==> src/rtl/pc_sequencer.sv <==
// Fetch-stage program counter: redirect priority, trap/EPC capture, misalign trap, boot bubble.
// Define PC_SEQ_RAS_EN to build the return-address stack used by call/ret.
module pc_sequencer #(
    parameter int unsigned     XLEN         = 32,
    parameter int unsigned     INSTR_BYTES  = 4,
    parameter logic [XLEN-1:0] RESET_VECTOR = '0,
    parameter logic [XLEN-1:0] TRAP_VECTOR  = XLEN'(32'h0000_0100),
    parameter int unsigned     RAS_DEPTH    = 4
) (
    input  logic            clk_i,
    input  logic            rst_ni,
    input  logic            stall_i,
    input  logic            branch_taken_i,
    input  logic [XLEN-1:0] branch_off_i,
    input  logic            jump_i,
    input  logic [XLEN-1:0] jump_target_i,
    input  logic            trap_i,
    input  logic            trap_ret_i,
    input  logic            call_i,
    input  logic            ret_i,
    output logic [XLEN-1:0] pc_o,
    output logic [XLEN-1:0] pc_plus_o,
    output logic            pc_valid_o,
    output logic [XLEN-1:0] epc_o,
    output logic            misalign_o,
    output logic            ras_err_o
);
    typedef enum logic [1:0] {StBoot, StRun, StFlush} state_e;

    localparam logic [XLEN-1:0] AlignMask = XLEN'(INSTR_BYTES - 1);
    localparam logic [XLEN-1:0] Incr      = XLEN'(INSTR_BYTES);

    state_e          state_q, state_d;
    logic [XLEN-1:0] pc_q, pc_d, epc_q, epc_d, target;
    logic            misalign_q, misalign_d, ras_err_q, ras_err_d, redirect;
    logic            ret_req, call_req, ras_empty, ras_pop, ras_push;
    logic [XLEN-1:0] ras_top;

    assign pc_plus_o = pc_q + Incr;

    always_comb begin
        state_d    = state_q;
        pc_d       = pc_q;
        epc_d      = epc_q;
        misalign_d = 1'b0;
        ras_err_d  = 1'b0;
        ras_pop    = 1'b0;
        ras_push   = 1'b0;
        redirect   = 1'b0;
        target     = pc_q;
        unique case (state_q)
            StBoot, StFlush: state_d = StRun;
            StRun: begin
                if (trap_i) begin
                    pc_d    = TRAP_VECTOR;
                    epc_d   = pc_q;
                    state_d = StFlush;
                end else begin
                    ras_push = call_req;
                    if (trap_ret_i) begin
                        redirect = 1'b1;
                        target   = epc_q;
                    end else if (ret_req) begin
                        // Underflowing ret falls back to the sequential path.
                        if (ras_empty) begin
                            ras_err_d = 1'b1;
                            pc_d      = pc_plus_o;
                        end else begin
                            ras_pop = 1'b1;
                            pc_d    = ras_top;
                        end
                    end else if (jump_i) begin
                        redirect = 1'b1;
                        target   = jump_target_i;
                    end else if (branch_taken_i) begin
                        redirect = 1'b1;
                        target   = pc_q + branch_off_i;
                    end else if (!stall_i) begin
                        pc_d = pc_plus_o;
                    end
                    if (redirect) begin
                        if ((target & AlignMask) != '0) begin
                            pc_d       = TRAP_VECTOR;
                            epc_d      = pc_q;
                            misalign_d = 1'b1;
                            state_d    = StFlush;
                        end else begin
                            pc_d = target;
                        end
                    end
                end
            end
            default: state_d = StBoot;
        endcase
    end

    always_ff @(posedge clk_i) begin
        if (!rst_ni) begin
            state_q    <= StBoot;
            pc_q       <= RESET_VECTOR;
            epc_q      <= '0;
            misalign_q <= 1'b0;
            ras_err_q  <= 1'b0;
        end else begin
            state_q    <= state_d;
            pc_q       <= pc_d;
            epc_q      <= epc_d;
            misalign_q <= misalign_d;
            ras_err_q  <= ras_err_d;
        end
    end

`ifdef PC_SEQ_RAS_EN
    localparam int unsigned PtrW = $clog2(RAS_DEPTH);
    localparam int unsigned DepW = $clog2(RAS_DEPTH + 1);

    // Circular buffer: ptr_q is the next write slot, so a full push overwrites the oldest.
    logic [XLEN-1:0] ras_q [RAS_DEPTH];
    logic [PtrW-1:0] ptr_q, top_idx;
    logic [DepW-1:0] depth_q;

    assign ret_req   = ret_i;
    assign call_req  = call_i;
    assign top_idx   = ptr_q - PtrW'(1);
    assign ras_empty = (depth_q == '0);
    assign ras_top   = ras_q[top_idx];

    always_ff @(posedge clk_i) begin
        if (!rst_ni) begin
            ptr_q   <= '0;
            depth_q <= '0;
            for (int i = 0; i < int'(RAS_DEPTH); i++) ras_q[i] <= '0;
        end else if (ras_pop && ras_push) begin
            ras_q[top_idx] <= pc_plus_o;
        end else if (ras_pop) begin
            ptr_q   <= top_idx;
            depth_q <= depth_q - DepW'(1);
        end else if (ras_push) begin
            ras_q[ptr_q] <= pc_plus_o;
            ptr_q        <= ptr_q + PtrW'(1);
            if (depth_q != DepW'(RAS_DEPTH)) depth_q <= depth_q + DepW'(1);
        end
    end
`else
    logic unused_ras;

    assign ret_req    = 1'b0;
    assign call_req   = 1'b0;
    assign ras_empty  = 1'b1;
    assign ras_top    = '0;
    assign unused_ras = call_i ^ ret_i ^ ras_pop ^ ras_push;
`endif

    assign pc_o       = pc_q;
    assign pc_valid_o = (state_q == StRun);
    assign epc_o      = epc_q;
    assign misalign_o = misalign_q;
    assign ras_err_o  = ras_err_q;

endmodule

==> config.mk <==
export PLATFORM = sky130hd
export DESIGN_NAME = pc_sequencer
export DESIGN_NICKNAME = d
export VERILOG_FILES = /design/src/rtl/pc_sequencer.sv
export SDC_FILE = /design/constraint.sdc
export NUM_CORES = 1
export LEC_CHECK = 0
export ABC_AREA = 1
export BUFFER_PORTS_ARGS = -buffer_cell sky130_fd_sc_hd__buf_4
export CAP_MARGIN = 20
export CORE_AREA = 2 2 116 118
export DETAILED_ROUTE_END_ITERATION = 8
export DIE_AREA = 0 0 118 120
export GPL_TIMING_DRIVEN = 0
export MAX_ROUTING_LAYER = met4
export PLACE_DENSITY = 0.87
export SYNTH_ARGS = -nofsm -noshare
export SYNTH_HDL_FRONTEND = slang
export SYNTH_SLANG_ARGS = --single-unit
==> constraint.sdc <==
create_clock -name clk_i -period 7.11 [get_ports clk_i]
set_input_delay 1.422 -clock clk_i [delete_from_list [all_inputs] [get_ports clk_i]]
set_output_delay 1.422 -clock clk_i [all_outputs]
set_load 0.02 [all_outputs]
# --- After elaboration in Yosys (flattened, before gate mapping) ---
# Index checks and enable logic that the tools add are counted.
# Widths: inputs -> output; s select.
totals:
  register_bits: 67
  latch_bits: 0
  ramBits: 0
  romBits: 0
  in_bits: 73
  output_inout_bits: 99
  memories: 0
classes:
  n_addsub: 2
  multipliers: 0
  div_mod_pow: 0
  order_cmp: 0
  eq_ne: 9
  shift: 0
  mux: 25
  bitwise: 3
  reduce_logical: 10
ops:
  columns: ["operator", "n"]
  rows:
  - ["$mux 32", 15]
  - ["$add 32x3->32 const B", 1]
  - ["$add 32x32->32", 1]
  - ["$reduce_bool 32->1", 1]
  - ["$ne 3x1->1 const B", 3]
  - ["$ne 3x2->1 const B", 3]
  - ["$ne 7x7->1 const B", 1]
  - ["$mux 1", 6]
  - ["$mux 2", 3]
  - ["$reduce_and 6->1", 1]
  - ["$reduce_and 5->1", 1]
  - ["$pmux 2 s2", 1]
  - ["$reduce_bool 2->1", 2]
  - ["$reduce_or 4->1", 1]
  - ["$not 1->1", 3]
  - ["$reduce_and 3->1", 1]
  - ["$eq 2x1->1 const B", 1]
  - ["$eq 2x2->1 const B", 1]
  - ["$logic_not 2->1", 1]
  - ["$reduce_and 2->1", 1]
  - ["$reduce_or 2->1", 1]

# --- Longest topological paths before layout ---
# Gate-level depths: netlist of the first run.
logic_depth:
  depth_word: 11
  mapped_depth: 16
  mapped_depth_nobuf: 15

# --- Least setup slack after synthesis of the first run ---
# No wires, ideal clock.
synth_path:
  path_type: "input to register"
  startpoint: "input branch_off_i[0]"
  endpoint: "register epc_q[4], in the netlist epc_o[4]"
  setup_ns: 0.120
  arrival_time_ns: 3.111
  required_time_ns: 6.990
  path_slack_ns: 3.880
  path_stages: 14
  cell_sequence: "ha_1 inv_1 fa_1 inv_1 o21ai_1 nand2_1 nand2_1 nand3_1 nand2_2 inv_2 o21ai_1 buf_4 buf_2 a21oi_1"
synth_between:
  elab_chain_cells: 9
synth_rtl:
  columns: ["element", "line", "text"]
  rows:
  - ["from (decl)", "14", "input logic [XLEN-1:0] branch_off_i,"]
  - ["$add 32x32->32", "77", "target = pc_q + branch_off_i;"]
  - ["$mux 32", "75", "end else if (branch_taken_i) begin"]
  - ["$mux 32", "72", "end else if (jump_i) begin"]
  - ["$mux 32", "60", "if (trap_ret_i) begin"]
  - ["$mux 32", "54", "if (trap_i) begin"]
  - ["$mux 32", "51", "unique case (state_q)"]
  - ["$reduce_bool 32->1", "82", "if ((target & AlignMask) != '0) begin"]
  - ["$reduce_bool 2->1 (no line)", null, null]
  - ["$reduce_and 3->1 (no line)", null, null]
  - ["to (signal assigned)", "107", "epc_q <= epc_d;"]
  - ["to (decl)", "34", "logic [XLEN-1:0] pc_q, pc_d, epc_q, epc_d, target;"]
# Every way passes these cells. The select of a mux whose other input is x is not followed.
# A chain may end at the register's enable or synchronous reset.

# --- Final worst setup path of the first run ---
layout_path:
  startpoint: "register pc_q[2], in the netlist pc_o[2]"
  endpoint: "output pc_plus_o[20]"
layout_between:
  elab_chain_cells: 1
layout_rtl:
  columns: ["element", "line", "text"]
  rows:
  - ["from (decl)", "34", null]
  - ["from (signal assigned)", "106", "pc_q <= pc_d;"]
  - ["$add 32x3->32", "39", "assign pc_plus_o = pc_q + Incr;"]
  - ["to (decl)", "22", "output logic [XLEN-1:0] pc_plus_o,"]
# Every way passes these cells.

==> results.md, run 1 <==
- Run status: finished clean
- Critical path fanouts, max: 8
- Max-cap violation count: 0
- Drc violations: 0
- Die height: 120 um
- Floorplan die area: between 0.01 and 0.015 mm2
- Kind of end point of the critical path: output pin
- Critical path arrival: 2.42 ns
- Final total negative setup slack: 0 ns
- Count of pins on the block boundary: 172
- Leakage Power: about 4.3 nW
- Clock tree sinks: 67
- Detail Placement HPWL: slightly below 20000 um
- Power per standard cell area: 171.0 mW/mm2
- Most frequent cells in the layout: nand2_1, inv_1, buf_4
- Antenna diodes: 0
- Max H-tree Level: 3
- Layout overhead on the synthesized area: 28.65%
- Startpoint of the lowest-slack hold path: state_q[0]
- Pin count of the biggest net entering global routing: 12
- Flop and latch count out of synthesis: 67
- FF-to-FF path depth: 16
- Antenna violations before repair: 0
- All-layer global routing usage: between 30% and 40%
- Number of port buffers: around 170
- Number of flops mapped to enable cells by yosys: 0
- Setup slack of the worst register-to-register path: 4.16 ns
- Sequential standard cell area: about 0.0013 mm2
- Area of combinational cells with multiple inputs: 0.004146 mm2
- Setup CP Type: reg2out
- Std-Cell Rows: 42
- Via Count: 8136
- Detailed-router iteration count before antenna repair: 6
- Post-synthesis net count: 1258
- Maximum clock insertion buffer count: 2
- FF-to-FF Start: pc_o[0]
- Rel. slew slack: 54.17%
- Number of unique standard cell types used by synthesis: 40
- Leading cell type in the layout, fill and taps excluded: nand2_1
- Final worst-path cycle share: 54.03%
- Antenna-violating nets left: 0
- Placer congestion estimate: around 1.0
- Via density: 5.381
- Startpoint class of the critical path: register
- Share of cells above drive strength 1: between 10% and 20%
- Actual transition at the worst max-transition pin: roughly 0.69 ns
- Avg WL per Cell: 16.03 um
- Later-pin clock latency in the skew report: 0.34 ns
- CTS Buf Count: 9
- Post-synthesis cell count: 1152
- NumNets Final: roughly 1400
- Max Freq: ~260 MHz
- Area of the core: roughly 0.013 mm2
- Width of the chip: 118 um
- Path class of the lowest-slack min-delay path: reg2reg
- Global-route wire length before repair: 37270 um
- Async set or reset register ratio after synthesis: 0%
- FF-to-FF End: pc_o[26]
- Area share of the largest cell type after synthesis: between 20% and 30%
- Number of placed instances, taps included: 1496
- Library cell occupying the most area in the post-synthesis netlist: nand2_1
- Clk pin slew, worst setup/hold paths: ~0.050 ns
- Number of pins exceeding their max-slew limit in the final report: 0
- Worst Hold End: state_q[0]
- Hold violation total from the final report: 0
- CTS tree: built
- Number of instances resized during post-cts repair: 0
- Area of the mapped netlist: 0.006434 mm2
- Top FF cell, synth: dfxtp_1
- Final count of negative-setup-slack endpoints: 0
- Depth of the worst hold-timing path: 1
- Vias in the first global route: between 7000 and 8000
- Total Routed Length: about 24000 um
- Setup repair after global routing missed its margin: no
- Master cell of the clock root buffer: clkbuf_16
- Number of inserted filler cells in the final layout: 1270
- Non-filler instance count after layout: 1512
- Synth Area per Inst: 5.585 um2
- WP data required: between 5 and 6 ns
- Post-CTS Setup Bufs: 0
- Post-cts hold buffer count: 0
- Biggest area contributors in the synthesized netlist: nand2_1, dfxtp_1, inv_1, a21oi_1, ha_1
- Synthesis Warnings: 0
- Iteration-0 DRC Markers: around 960
- Setup skew after layout: 0.007140 ns
- Clock period minus worst slack: 3.842 ns
- Remaining global-route overflow: 0
- Sequential element share of the synthesized area: 20.85%
- IR Drop Worst-Case VDD: 0.1525 mV
- Initial core utilization: approximately 50%
-- layout make-up --
type / instances / area share, %
Tap cell: 176 / 2.661
Multi-Input combinational cell: 847 / 50.10
Clock buffer: 12 / 3.220
Clock inverter: 4 / 1.149
Inverter: 200 / 9.085
Buffer: 38 / 2.343
Timing Repair Buffer: 168 / 15.24
Sequential cell: 67 / 16.21
-- worst max-delay path by stage --
stage / startpoint / slack [ns] / depth (start not counted) / endpoint
2_1_floorplan: branch_off_i[0] / 3.88 / 14 / epc_o[4]
3_3_place_gp: branch_off_i[0] / 3.42 / 17 / pc_o[20]
3_5_place_dp: branch_off_i[0] / 3.35 / 17 / pc_o[20]
4_1_cts: pc_o[2] / 3.28 / 11 / pc_plus_o[20]
5_1_grt: pc_o[2] / 3.07 / 11 / pc_plus_o[20]
6_report: pc_o[2] / 3.27 / 11 / pc_plus_o[20]
-- state kept, by name, summed over array words and instances (netlist names) --
signal	cells
epc_o	32
pc_o	32
state_q	2
misalign_o	1
-- worst max-delay path, cell delays in order (launching register included) --
cell     delay, ns
dfxtp_1       0.55
ha_1          0.28
nand3_2       0.17
nor2_4        0.28
nand2_2       0.10
nor2_2        0.11
nand2_1       0.09
nor2_2        0.11
or2_2         0.11
nand2_1       0.07
inv_1         0.07
buf_4         0.13
-- through the flow --
| stage | util, % | area [um2] | power (mW) | hold WS [ns] | worst slack (ns) |
|---|---|---|---|---|---|
| after detailed placement | 60.98 | 7915 | 0.8741 | 0.4573 | 3.351 |
| after global routing | 63.77 | 8277 | 1.471 | 0.4828 | 3.065 |
| final | 63.77 | 8277 | 1.415 | 0.4613 | 3.268 |
| after global placement | 60.98 | 7915 | 0.8675 | 0.4441 | 3.416 |
| after floorplan | - | 6434 | 0.7024 | 0.4240 | 3.880 |
| after CTS | 63.77 | 8277 | 1.404 | 0.4664 | 3.278 |
-- power by group --
part / total (mW) / internal [mW] / switching (mW)
registers: 0.445 / 0.405 / 0.0400
logic: 0.434 / 0.163 / 0.271
clock network: 0.536 / 0.370 / 0.165
total: 1.42 / 0.939 / 0.476
-- cell families after synthesis --
group | Yosys count | share of synthesized area, %
other | 1 | 0.05829
buffers and inverters | 238 | 14.70
adder cells (fa/ha/maj) | 33 | 6.534
XOR/XNOR | 18 | 2.451
flip-flops | 67 | 20.85
AO/OA/AOI/OAI | 218 | 17.97
AND/OR/NAND/NOR | 577 | 37.44
-- synthesized netlist by cell type (4+ instances only) --
cell,count
a21oi_1,125
buf_1,5
buf_2,10
buf_4,4
clkbuf_1,15
dfxtp_1,67
ha_1,32
inv_1,194
inv_2,4
nand2_1,374
nand2_2,6
nand3_1,65
nand3b_1,4
nand4_1,8
nor2_1,79
nor2_2,5
nor2_4,4
nor3_1,15
nor4_1,5
o211ai_1,8
o21ai_0,43
o21ai_1,27
o21bai_1,5
or2_2,7
xor2_1,15
-- layer usage --
layer  share of wire [%]  vias to the layer above  track usage (%)
met5                   0                        -                -
met4                 3.0                        0            12.27
met2                  47                      440            56.83
li1                    -                     4002                -
met1                  41                     3627            44.01
met3                 8.8                       67            3.612
Note: power is estimated with default switching activity, not from simulation.
==> inputs of run 2 (changes only) <==
Settings changed: CORE_AREA 2 2 116 118 to 2 2 118 120, DIE_AREA 0 0 118 120 to 0 0 120 122, PLACE_DENSITY 0.87 to 0.88.
Clock period 7.11 ns to 3.34 ns, I/O delays scaled along.
==> results.md, run 2 (synthesized netlist as in run 1, its figures left out) <==
- Via density: 5.312 (was 5.381)
- Master cell of the clock root buffer: clkbuf_16 (unchanged)
- Max Freq: 323.7 MHz
- Clock tree sinks: 67 (unchanged)
- DP Worst Slack: 0.3245 ns (was 3.351 ns)
- Non-filler instance count after layout: 1516 (was 1512)
- Final total negative setup slack: 0 ns (unchanged)
- Leading cell type in the layout, fill and taps excluded: nand2_1 (unchanged)
- Number of pins exceeding their max-slew limit in the final report: 0 (unchanged)
- Clock period minus worst slack: 3.090 ns
- Post-cts hold buffer count: 0 (unchanged)
- Leakage Power: 4.329 nW (was 4.349 nW)
- CTS tree: built (unchanged)
- Die height: 122 um (was 120 um)
- Number of instances resized during post-cts repair: 0 (unchanged)
- Final count of negative-setup-slack endpoints: 0 (unchanged)
- Number of port buffers: 168 (unchanged)
- Remaining global-route overflow: 0 (unchanged)
- Max-cap violation count: 0 (unchanged)
- Share of cells above drive strength 1: 17.44% (was 17.51%)
- Kind of end point of the critical path: output pin (unchanged)
- Detailed-router iteration count before antenna repair: 6 (unchanged)
- Antenna violations before repair: 0 (unchanged)
- Max H-tree Level: 3 (unchanged)
- CTS Buf Count: 9 (unchanged)
- Iteration-0 DRC Markers: 795 (was 963)
- Run status: finished clean (unchanged)
- Maximum clock insertion buffer count: 2 (unchanged)
- Setup skew after layout: 0.004685 ns (was 0.007140 ns)
- Global-route wire length before repair: 36700 um (was 37270 um)
- All-layer global routing usage: 33.17% (was 34.44%)
- Placer congestion estimate: 1.039 (was 1.045)
- Rel. slew slack: 57.25% (was 54.17%)
- Floorplan die area: 0.01464 mm2 (was 0.01416 mm2)
- Initial core utilization: 47.64% (was 49.57%)
- Setup CP Type: reg2out (unchanged)
- Final worst-path cycle share: 92.50%
- Via Count: 8053 (was 8136)
- Count of pins on the block boundary: 172 (unchanged)
- Detail Placement HPWL: 19630 um (was 19470 um)
- IR Drop Worst-Case VDD: 0.3251 mV (was 0.1525 mV)
- Path class of the lowest-slack min-delay path: reg2reg (unchanged)
- Worst setup slack after layout: 0.2503 ns (was 3.268 ns)
- Hold violation total from the final report: 0 (unchanged)
- Std-Cell Rows: 43 (was 42)
- Vias in the first global route: 7369 (was 7361)
- Antenna-violating nets left: 0 (unchanged)
- Avg WL per Cell: 15.90 um (was 16.03 um)
- Post-route cell area: 0.008249 mm2 (was 0.008277 mm2)
- Startpoint class of the critical path: register (unchanged)
- Later-pin clock latency in the skew report: 0.34 ns (about the same)
- NumNets Final: 1437 (unchanged)
- Clk pin slew, worst setup/hold paths: 0.05 ns (about the same)
- Antenna diodes: 0 (unchanged)
- Setup repair after global routing missed its margin: no (unchanged)
- Pin count of the biggest net entering global routing: 12 (unchanged)
- WP data required: 2.67 ns (was 5.69 ns)
- Number of placed instances, taps included: 1500 (was 1496)
- Layout overhead on the synthesized area: 28.22% (was 28.65%)
- Total Routed Length: 24100 um (was 24230 um)
- Post-CTS Setup Bufs: 0 (unchanged)
- Power per standard cell area: 352.6 mW/mm2 (was 171.0 mW/mm2)
- Area of the core: 0.01350 mm2 (was 0.01298 mm2)
- Drc violations: 0 (unchanged)
- Cell Area, Placed: 0.007920 mm2 (was 0.007915 mm2)
- Width of the chip: 120 um (was 118 um)
- Critical path fanouts, max: 8 (unchanged)
- Most frequent cells in the layout: nand2_1, inv_1, buf_4 (unchanged)
- Actual transition at the worst max-transition pin: 0.6412 ns (was 0.6875 ns)
- Critical path arrival: 2.42 ns (about the same)
- Pwr Total: 2.909 mW (was 1.415 mW)
run 2: area by class of cell:
type	instances	area (um2)
plain buffers	38	193.9
clock buffers	12	256.5
clock inverters	4	72.57
fillers	1329	5255
inverters	200	752.0
multi-input cells	847	4146
flip-flops and latches	67	1341
well taps	180	225.2
repair buffers	168	1261
run 2: path summary, 6_finish.rpt:
check / startpoint / to / slack [ns] / cells after the start
worst max-delay path: pc_o[2] / pc_plus_o[20] / 0.25 / 11
worst min-delay path: epc_o[1] / epc_o[1] / 0.46 / 2
worst max register to register: pc_o[0] / pc_o[20] / 0.41 / 16
worst min register to register: epc_o[1] / epc_o[1] / 0.46 / 2
run 2: worst max-delay path, stage by stage (launching register included):
cell and delay, ns:
dfxtp_1 0.55, ha_1 0.28, nand3_2 0.18, nor2_4 0.29, nand2_2 0.09, nor2_2 0.11
nand2_1 0.09, nor2_2 0.11, or2_2 0.11, nand2_1 0.07, inv_1 0.06, buf_4 0.13
run 2: power breakdown:
part	switching (mW)	internal, mW	leakage (nW)
logic	0.574	0.348	3.62
registers	0.0843	0.863	0.547
clock network	0.346	0.692	0.159
run 2: through the flow:
stage / hold slack [ns] / util [%]
detailed placement: 0.4504 / 58.65
CTS: 0.4574 / 61.09
global route: 0.4782 / 61.09
floorplan: 0.4240 / -
finish: 0.4561 / 61.09
global placement: 0.4459 / 58.65
run 2: metal layers:
| layer | up-vias | wire [um] | global-route usage, % | part of all wire [%] |
|---|---|---|---|---|
| li1 | 4006 | - | - | - |
| met1 | 3536 | 10400 | 42.43 | 43 |
| met2 | 425 | 10890 | 52.88 | 45 |
| met3 | 86 | 1803 | 3.886 | 7.5 |
| met4 | 0 | 1001 | 14.56 | 4.2 |
| met5 | - | 0 | - | 0 |
